`src/rtl/dice_pkg.sv`:
```
// Shared definitions for the dice roller: die codes, per-die lookups,
// LFSR tap masks and the FSM state type.
package dice_pkg;

  localparam logic [2:0] DIE_D2   = 3'd0;
  localparam logic [2:0] DIE_D4   = 3'd1;
  localparam logic [2:0] DIE_D6   = 3'd2;
  localparam logic [2:0] DIE_D8   = 3'd3;
  localparam logic [2:0] DIE_D10  = 3'd4;
  localparam logic [2:0] DIE_D12  = 3'd5;
  localparam logic [2:0] DIE_D20  = 3'd6;
  localparam logic [2:0] DIE_D100 = 3'd7;

  localparam logic [31:0] DEFAULT_SEED = 32'h0000_ACE1;

  typedef enum logic [1:0] {
    ST_IDLE = 2'd0,
    ST_DRAW = 2'd1,
    ST_DONE = 2'd2
  } state_e;

  function automatic logic [6:0] die_sides(input logic [2:0] code);
    case (code)
      DIE_D2:  return 7'd2;
      DIE_D4:  return 7'd4;
      DIE_D6:  return 7'd6;
      DIE_D8:  return 7'd8;
      DIE_D10: return 7'd10;
      DIE_D12: return 7'd12;
      DIE_D20: return 7'd20;
      default: return 7'd100;
    endcase
  endfunction

  // Smallest candidate width that covers every face of the die.
  function automatic logic [2:0] die_mask_w(input logic [2:0] code);
    case (code)
      DIE_D2:  return 3'd1;
      DIE_D4:  return 3'd2;
      DIE_D6:  return 3'd3;
      DIE_D8:  return 3'd3;
      DIE_D10: return 3'd4;
      DIE_D12: return 3'd4;
      DIE_D20: return 3'd5;
      default: return 3'd7;
    endcase
  endfunction

  function automatic logic [31:0] lfsr_taps(input int w);
    case (w)
      8:       return 32'h0000_00B8;
      16:      return 32'h0000_B400;
      24:      return 32'h00E1_0000;
      32:      return 32'hA300_0000;
      default: return 32'h0000_0000;
    endcase
  endfunction

endpackage

```
`src/rtl/lfsr_core.sv`:
```
// Free-running right-shift Galois LFSR with seed load; a zero load value is
// replaced by SEED so the register can never lock up at all-zeros.
module lfsr_core
  import dice_pkg::*;
#(
  parameter int           W    = 16,
  parameter logic [W-1:0] SEED = DEFAULT_SEED[W-1:0]
) (
  input  logic         clk,
  input  logic         rst,
  input  logic         load,
  input  logic [W-1:0] load_val,
  output logic [W-1:0] state
);

  localparam logic [31:0]  TAPS_ALL = lfsr_taps(W);
  localparam logic [W-1:0] TAPS     = TAPS_ALL[W-1:0];

  logic [W-1:0] state_q;
  logic [W-1:0] state_d;

  always_comb begin
    state_d = state_q >> 1;
    if (load) begin
      state_d = (load_val == '0) ? SEED : load_val;
    end else if (state_q[0]) begin
      state_d = (state_q >> 1) ^ TAPS;
    end
  end

  always_ff @(posedge clk or posedge rst) begin
    if (rst) begin
      state_q <= SEED;
    end else begin
      state_q <= state_d;
    end
  end

  assign state = state_q;

endmodule

```
`src/rtl/dice_roller.sv`:
```
// Dice-roll engine: rejection-samples the LFSR into unbiased die faces and
// sums one to eight dice per request, reporting the total with a valid pulse.
module dice_roller
  import dice_pkg::*;
#(
  parameter int          LFSR_W = 16,
  parameter logic [31:0] SEED   = DEFAULT_SEED,
  parameter int          SUM_W  = 10
) (
  input  logic              clk,
  input  logic              rst,
  input  logic              roll_req,
  input  logic [2:0]        die_sel,
  input  logic [2:0]        num_dice,
  input  logic              seed_load,
  input  logic [LFSR_W-1:0] seed_in,
  output logic              busy,
  output logic [SUM_W-1:0]  result,
  output logic              result_valid,
  output logic [7:0]        rejects
);

  if (LFSR_W != 8 && LFSR_W != 16 && LFSR_W != 24 && LFSR_W != 32) begin : g_bad_lfsr_w
    $error("dice_roller: LFSR_W must be 8, 16, 24 or 32");
  end
  if (SUM_W < 10) begin : g_bad_sum_w
    $error("dice_roller: SUM_W must be at least 10");
  end
  if (SEED[LFSR_W-1:0] == '0) begin : g_bad_seed
    $error("dice_roller: SEED must be nonzero in its low LFSR_W bits");
  end

  function automatic logic [7:0] sat_inc8(input logic [7:0] v);
    return (v == 8'hFF) ? v : v + 8'd1;
  endfunction

  logic [LFSR_W-1:0] lfsr;
  logic              unused_lfsr_hi;

  lfsr_core #(
    .W    (LFSR_W),
    .SEED (SEED[LFSR_W-1:0])
  ) u_lfsr (
    .clk      (clk),
    .rst      (rst),
    .load     (seed_load),
    .load_val (seed_in),
    .state    (lfsr)
  );

  assign unused_lfsr_hi = ^lfsr[LFSR_W-1:7];

  state_e           state_q, state_d;
  logic [SUM_W-1:0] result_q, result_d;
  logic [7:0]       rejects_q, rejects_d;
  logic             valid_q, valid_d;
  logic [2:0]       die_q, die_d;
  logic [2:0]       nd_q, nd_d;
  logic [SUM_W-1:0] acc_q, acc_d;
  logic [2:0]       cnt_q, cnt_d;
  logic [7:0]       rej_q, rej_d;

  logic [2:0] mask_w;
  logic [6:0] mask;
  logic [6:0] sides;
  logic [6:0] cand;
  logic       hit;

  // Candidate comes from the register value, so a draw sees whatever the
  // LFSR holds during that DRAW cycle (including a freshly loaded seed).
  assign sides  = die_sides(die_q);
  assign mask_w = die_mask_w(die_q);
  assign mask   = 7'((8'd1 << mask_w) - 8'd1);
  assign cand   = lfsr[6:0] & mask;
  assign hit    = (cand < sides);

  always_comb begin
    state_d   = state_q;
    result_d  = result_q;
    rejects_d = rejects_q;
    valid_d   = 1'b0;
    die_d     = die_q;
    nd_d      = nd_q;
    acc_d     = acc_q;
    cnt_d     = cnt_q;
    rej_d     = rej_q;
    case (state_q)
      ST_IDLE: begin
        if (roll_req) begin
          die_d   = die_sel;
          nd_d    = num_dice;
          acc_d   = '0;
          cnt_d   = '0;
          rej_d   = '0;
          state_d = ST_DRAW;
        end
      end
      ST_DRAW: begin
        if (hit) begin
          acc_d = acc_q + SUM_W'(cand) + SUM_W'(1);
          cnt_d = cnt_q + 3'd1;
          if (cnt_q == nd_q) begin
            state_d = ST_DONE;
          end
        end else begin
          rej_d = sat_inc8(rej_q);
        end
      end
      ST_DONE: begin
        result_d  = acc_q;
        rejects_d = rej_q;
        valid_d   = 1'b1;
        state_d   = ST_IDLE;
      end
      default: state_d = ST_IDLE;
    endcase
  end

  always_ff @(posedge clk or posedge rst) begin
    if (rst) begin
      state_q   <= ST_IDLE;
      result_q  <= '0;
      rejects_q <= '0;
      valid_q   <= 1'b0;
    end else begin
      state_q   <= state_d;
      result_q  <= result_d;
      rejects_q <= rejects_d;
      valid_q   <= valid_d;
    end
  end

  // Roll working registers are always initialised on acceptance.
  always_ff @(posedge clk) begin
    die_q <= die_d;
    nd_q  <= nd_d;
    acc_q <= acc_d;
    cnt_q <= cnt_d;
    rej_q <= rej_d;
  end

  assign busy         = (state_q != ST_IDLE);
  assign result       = result_q;
  assign result_valid = valid_q;
  assign rejects      = rejects_q;

endmodule

```
`config.mk`:
```
export PLATFORM = sky130hd
export DESIGN_NAME = dice_roller
export DESIGN_NICKNAME = d
export VERILOG_FILES = /design/src/rtl/dice_pkg.sv /design/src/rtl/lfsr_core.sv /design/src/rtl/dice_roller.sv
export SDC_FILE = /design/constraint.sdc
export NUM_CORES = 1
export LEC_CHECK = 0
export ABC_AREA = 1
export ABC_CLOCK_PERIOD_IN_PS = 8000
export BUFFER_PORTS_ARGS = -buffer_cell sky130_fd_sc_hd__buf_2
export CELL_PAD_IN_SITES_DETAIL_PLACEMENT = 1
export CELL_PAD_IN_SITES_GLOBAL_PLACEMENT = 1
export CORE_ASPECT_RATIO = 0.5
export CORE_MARGIN = 10
export CORE_UTILIZATION = 46
export CTS_CLUSTER_SIZE = 8
export DETAILED_ROUTE_END_ITERATION = 10
export GPL_ROUTABILITY_DRIVEN = 0
export GPL_TIMING_DRIVEN = 0
export PLACE_DENSITY_LB_ADDON = 0.1
export SETUP_SLACK_MARGIN = 0.2
export SLEW_MARGIN = 20
export SYNTH_ARGS = -nofsm -noshare
export SYNTH_HDL_FRONTEND = slang
export SYNTH_SLANG_ARGS = --single-unit
```
`constraint.sdc`:
```
create_clock -name clk -period 8 [get_ports clk]
set_input_delay 0.8 -clock clk [delete_from_list [all_inputs] [get_ports clk]]
set_output_delay 0.8 -clock clk [all_outputs]
set_load 0.01 [all_outputs]
```
# Yosys cells after proc, flatten, opt, wreduce, memory -nomap -nowiden
# Cells that the tools add are included.
[word_totals] regBits=64 out_inout_bits=20 word_cells=65
[op_classes] add_sub_neg=5 order_cmp=1 n_eq_ne=15 n_shift=1 mux=20 bitwise=2 n_reduce_logical=11
[op_table] cell="one-hot mux 7 bit (7 select lines)" count=1
[op_table] cell="two-way mux 16 bit" count=3
[op_table] cell="two-way mux 8 bit" count=3
[op_table] cell="two-way mux 10 bit" count=2
[op_table] cell="one-hot mux 10 bit (2 select lines)" count=1
[op_table] cell="zero test 16 bit" count=1
[op_table] cell="one-hot mux 8 bit (2 select lines)" count=1
[op_table] cell="one-hot mux 3 bit (5 select lines)" count=1
[op_table] cell="adder 10 x 1 -> 10 bit, second input constant" count=1
[op_table] cell="adder 10 x 7 -> 10 bit" count=1
[op_table] cell="!= test 2 bit, second input constant" count=5
[op_table] cell="equality test 3 bit, second input constant" count=3
[op_table] cell="adder 8 x 1 -> 8 bit, second input constant" count=1
[op_table] cell="equality test 8 bit, second input constant" count=1
[op_table] cell="bitwise AND 7 bit" count=1
[op_table] cell="less-than comparator 7 bit" count=1
[op_table] cell="left shift 1 x 3 -> 7 bit, first input constant" count=1
[op_table] cell="subtractor 7 x 1 -> 7 bit, second input constant" count=1
[op_table] cell="equality test 3 x 2 -> 1 bit, second input constant" count=2
[op_table] cell="two-way mux 2 bit" count=3
[op_table] cell="two-way mux 3 bit" count=2
[op_table] cell="one-hot mux 3 bit (2 select lines)" count=1
[op_table] cell="AND reduction 3 bit" count=2
[op_table] cell="NOT 3 -> 4 bit" count=1
[op_table] cell="13 further kinds" count=15

# Longest topological paths before layout
[depth] ltp_word=10 mapped_depth=18

# Cells and area by module
# A second synthesis with hierarchy kept.
[hier_totals] hier_cells=369 hier_area_um2=3244.4
[modules_own_cells] mod="dice_roller" n_inst=1 cells_per_inst=283 area_each_um2=2519.9 seq_area_each_um2=1336.3
[modules_own_cells] mod="lfsr_core" n_inst=1 cells_per_inst=86 area_each_um2=724.4 seq_area_each_um2=410.4

# Worst setup path after synthesis
# OpenSTA, ideal clock, no wires.
[synth_path] kind="flip-flop to flip-flop" startpoint="reg die_q[1]" endpoint="reg rej_q[0] (enable)" setup_ns=0.375 t_arrival_ns=2.213 path_slack_ns=5.411 path_stages_with_launch=13 path_buffers=0 period_less_slack_ns=2.589 path_cell_list="edfxtp_1 nor2_1 nand2_2 ha_1 o21ai_0 a21oi_1 ha_1 a21oi_1 o21ai_1 nand2_1 nand2_1 nand2_1 a21oi_1"
[synth_via] elab_chain_len=9
[synth_rtl] item="from (decl)" line_no="dice_roller.sv:57" source="logic [2:0] die_q, die_d;"
[synth_rtl] item="from (signal assigned)" line_no="dice_roller.sv:135" source="die_q <= die_d;"
[synth_rtl] item="equality test 3 bit or equality test 3 x 2 -> 1 bit (tied branches)" line_no="dice_pkg.sv:23, dice_pkg.sv:37"
[synth_rtl] item="OR reduction 2 bit (no line)"
[synth_rtl] item="one-hot mux 3 bit (5 select lines)" line_no="dice_pkg.sv:37" source="case (code)"
[synth_rtl] item="left shift 1 x 3 -> 7 bit" line_no="dice_roller.sv:73" source="assign mask = 7'((8'd1 << mask_w) - 8'd1);"
[synth_rtl] item="subtractor 7 x 1 -> 7 bit" line_no="dice_roller.sv:73"
[synth_rtl] item="bitwise AND 7 bit" line_no="dice_roller.sv:74" source="assign cand = lfsr[6:0] & mask;"
[synth_rtl] item="less-than comparator 7 bit *" line_no="dice_roller.sv:75" source="assign hit = (cand < sides);"
[synth_rtl] item="!= test 2 bit (no line) *"
[synth_rtl] item="AND reduction 4 bit (no line) *"
[synth_rtl] item="to (signal assigned)" line_no="dice_roller.sv:139" source="rej_q <= rej_d;"
[synth_rtl] item="to (decl)" line_no="dice_roller.sv:61" source="logic [7:0] rej_q, rej_d;"
# Every way passes the cells marked *; elsewhere a longest branch is shown, timed or not.
# A chain may end at the register's enable or synchronous reset.

# Worst setup path after layout
[layout_path] startpoint="reg die_q[2]" endpoint="reg rej_q[3] (enable)"
# Same word-level chain as after synthesis.

==> results by group <==
Drt
  • Via count: 2591
  • Drt pass-1 iters: 4
  • WL/cell: 15.64 µm
  • Vias per cell: 5.161
  • Total Wirelength: 7850 µm
  • Final antenna-violating net count: 0
  • Iter 0 DRT Violations: 121
  • # DRC: 0

Synthesis
  • Yosys reg bits: 64
  • Sequential share of the synthesized area: 0.5503
  • Cell variety after synth: 36
  • Avg Inst Size Synth: 9.069 µm²
  • Yosys warns: 0
  • Post-synth EDFFs: 27
  • Post-synth top flop: dfrtp_1
  • Post-Synthesis Cells: 350
  • Syn nets: 390
  • Mapped cell area: 3174 µm²
  • Async S/R FF share, synth: 0.5781

Cells and area
  • Share of cells above drive strength 1: 0.2122
  • Diodes inserted: 0
  • Nets: 445
  • # fillers: 813
  • Area growth syn-to-layout: 20.81%
  • Fin cells: 502

CTS
  • Cts repair resizes: 0
  • CTS Sinks: 64
  • Clk pin slew, worst setup/hold paths: 50 ps
  • CTS buffer count: 9
  • CTS Hold Bufs: 0
  • TritonCTS clock tree: built
  • Root Driver: clkbuf_16
  • Clk buf depth: 2
  • Clock H-tree levels: 3
  • Clock Latency Late Sink: 340 ps
  • # Post-CTS Setup Buffers: 0

Timing
  • Hold WS: 454.4 ps
  • Clock skew: 7.669 ps
  • Final Critical Period: 3067 ps
  • Slew @ Worst Pin: 790.6 ps
  • Max_slew headroom: 0.4730
  • Period utilisation layout: 0.3833
  • FMAX: 0.3261 GHz
  • Final setup violation count: 0
  • Final-report hold violation count: 0
  • RSZ-0062 raised after global routing: false
  • Max-slew violation count: 0
  • Setup TNS: 0 ps

Floorplanning
  • Core Area: 6700 µm²
  • FP Rows: 21
  • I/O pin count: 46
  • Die width: 137.5 µm
  • Die area: 10830 µm²
  • Die Height: 78.74 µm
  • Initial core utilization: 0.4738

Setup path
  • CP endpoint kind: register
  • Worst reg2reg startpoint: die_q[2]
  • Critical path class: reg2reg
  • Worst Path Required: 7970 ps
  • Setup crit start: die_q[2]
  • Top fanout value on the critical path: 8
  • Crit start category: register
  • WP data arrival: 3040 ps

Place
  • Port-buffer cells: 44
  • Inst Count DP: 486
  • HPWL after DPL: 5918 µm

Global route
  • Largest net degree at the start of global routing: 38
  • Number of global-route vias before repair: 2729
  • Total congestion overflow: 0
  • Initial antenna violation count: 0
  • Tot GR Track Use: 0.1555
  • First-pass GRT wire length: 13150 µm

Min path
  • Hold Startpoint: u_lfsr.state[9]
  • Hold Path Class: reg2reg

Pwr
  • P_leak: 1.887 nW
  • Pwr dens: 385.9 nW/µm²
  • Maximum VDD drop: 0.1681 mV

Status
  • Status: finished clean

Flow run
  • Max_cap viols: 0
sequential cells by signal, summed over array words and instances (netlist names), 3 cells and up:
register,count
u_lfsr.state,16
rejects,8
nd_q,3
cnt_q,3
result,10
acc_q,10
die_q,3
rej_q,8
cell usage after synthesis (all sizes together) (2+ instances only):
| cell type | n | share of area |
|---|---|---|
| nor3 | 2 | 0.0032 |
| a22oi | 3 | 0.0071 |
| xnor2 | 5 | 0.014 |
| nand4 | 6 | 0.014 |
| clkbuf | 6 | 0.0071 |
| nand2 | 89 | 0.11 |
| nand3 | 11 | 0.020 |
| nor2 | 43 | 0.052 |
| dfstp | 8 | 0.066 |
| or2 | 2 | 0.0039 |
| nor4 | 4 | 0.0079 |
| a21oi | 24 | 0.040 |
| edfxtp | 27 | 0.26 |
| buf | 2 | 0.0039 |
| inv | 42 | 0.050 |
| dfrtp | 29 | 0.23 |
| o21ai | 25 | 0.039 |
| ha | 13 | 0.051 |
layout make-up:
class	count	area (µm²)	area share
inverters	43	161.4	0.04209
flip-flops and latches	64	1747	0.4555
clock buffers	12	279.0	0.07276
repair buffers	44	220.2	0.05742
plain buffers	8	35.03	0.009135
multi-input cells	235	1231	0.3210
clock inverters	4	46.29	0.01207
well taps	92	115.1	0.03002
cell families after synthesis:
family	synth area share
buffers and inverters	0.06188
DFF	0.5503
adders and majority gates	0.05755
xor gates and xnor gates	0.01655
and+or+nand+nor	0.2164
other	0.001181
AOI/OAI and AO/OA	0.09618
metrics by stage:
| stage | utilization | instance area (µm²) | setup slack [ps] | total power, mW |
|---|---|---|---|---|
| after floorplan | - | 3174 | 5411 | 0.8951 |
| after global placement | 0.5238 | 3510 | 5055 | 1.025 |
| after detailed placement | 0.5238 | 3510 | 4940 | 1.062 |
| after CTS | 0.5724 | 3835 | 4928 | 1.498 |
| after global routing | 0.5724 | 3835 | 4599 | 1.598 |
| final | 0.5724 | 3835 | 4933 | 1.480 |
worst max-delay path, stage by stage, from the launching register on:
cell	delay [ps]
edfxtp_1	490
nor2_1	210
nand2_2	110
ha_1	240
o21ai_0	170
a21oi_1	80
ha_1	300
a21oi_1	80
o21ai_1	130
nand2_1	80
nand2_1	80
nand2_1	100
a21oi_1	640
placed cells by master, fill, tap and decap left out, drive strengths merged:
cell type,netlist,layout
nand2,89,89
nand4,6,6
clkbuf,6,18
ha,13,13
fa,1,1
nor3,2,2
dfrtp,29,29
nor2,43,43
o21bai,1,1
a22oi,3,3
xnor2,5,5
nor4,4,4
inv,42,43
nand3,11,11
nand3b,1,1
or2,2,2
dfstp,8,8
conb,1,1
clkinv,1,3
o31ai,1,1
bufinv,0,1
xor2,1,1
a21oi,24,24
o211ai,1,1
o21ai,25,25
o21a,1,1
buf,2,46
edfxtp,27,27
where the power goes:
| group | internal [mW] | total, mW | switching [mW] | leakage, nW |
|---|---|---|---|---|
| clock network | 0.278 | 0.424 | 0.146 | 0.163 |
| logic | 0.166 | 0.480 | 0.314 | 1.00 |
| registers | 0.506 | 0.576 | 0.0697 | 0.720 |
| total | 0.950 | 1.48 | 0.530 | 1.89 |
worst paths after layout:
kind / endpoint / slack (ps) / depth (start not counted)
max: rej_q[3] / 4930 / 12
min: u_lfsr.state[8] / 450 / 2
max reg2reg: rej_q[3] / 4930 / 12
min reg2reg: u_lfsr.state[8] / 450 / 2
max in group asynchronous: rejects[1] / 6910 / 2
min in group asynchronous: result[5] / 600 / 2
metal layers:
layer / vias to the layer above / global-route usage / share of wire
li1: 1260 / - / -
met1: 1262 / 0.1815 / 0.46
met2: 56 / 0.2550 / 0.47
met3: 13 / 0.07349 / 0.067
met4: 0 / 0.03766 / 0.0089
met5: - / 0 / 0
No activity file was read; power rests on OpenSTA's default activity.
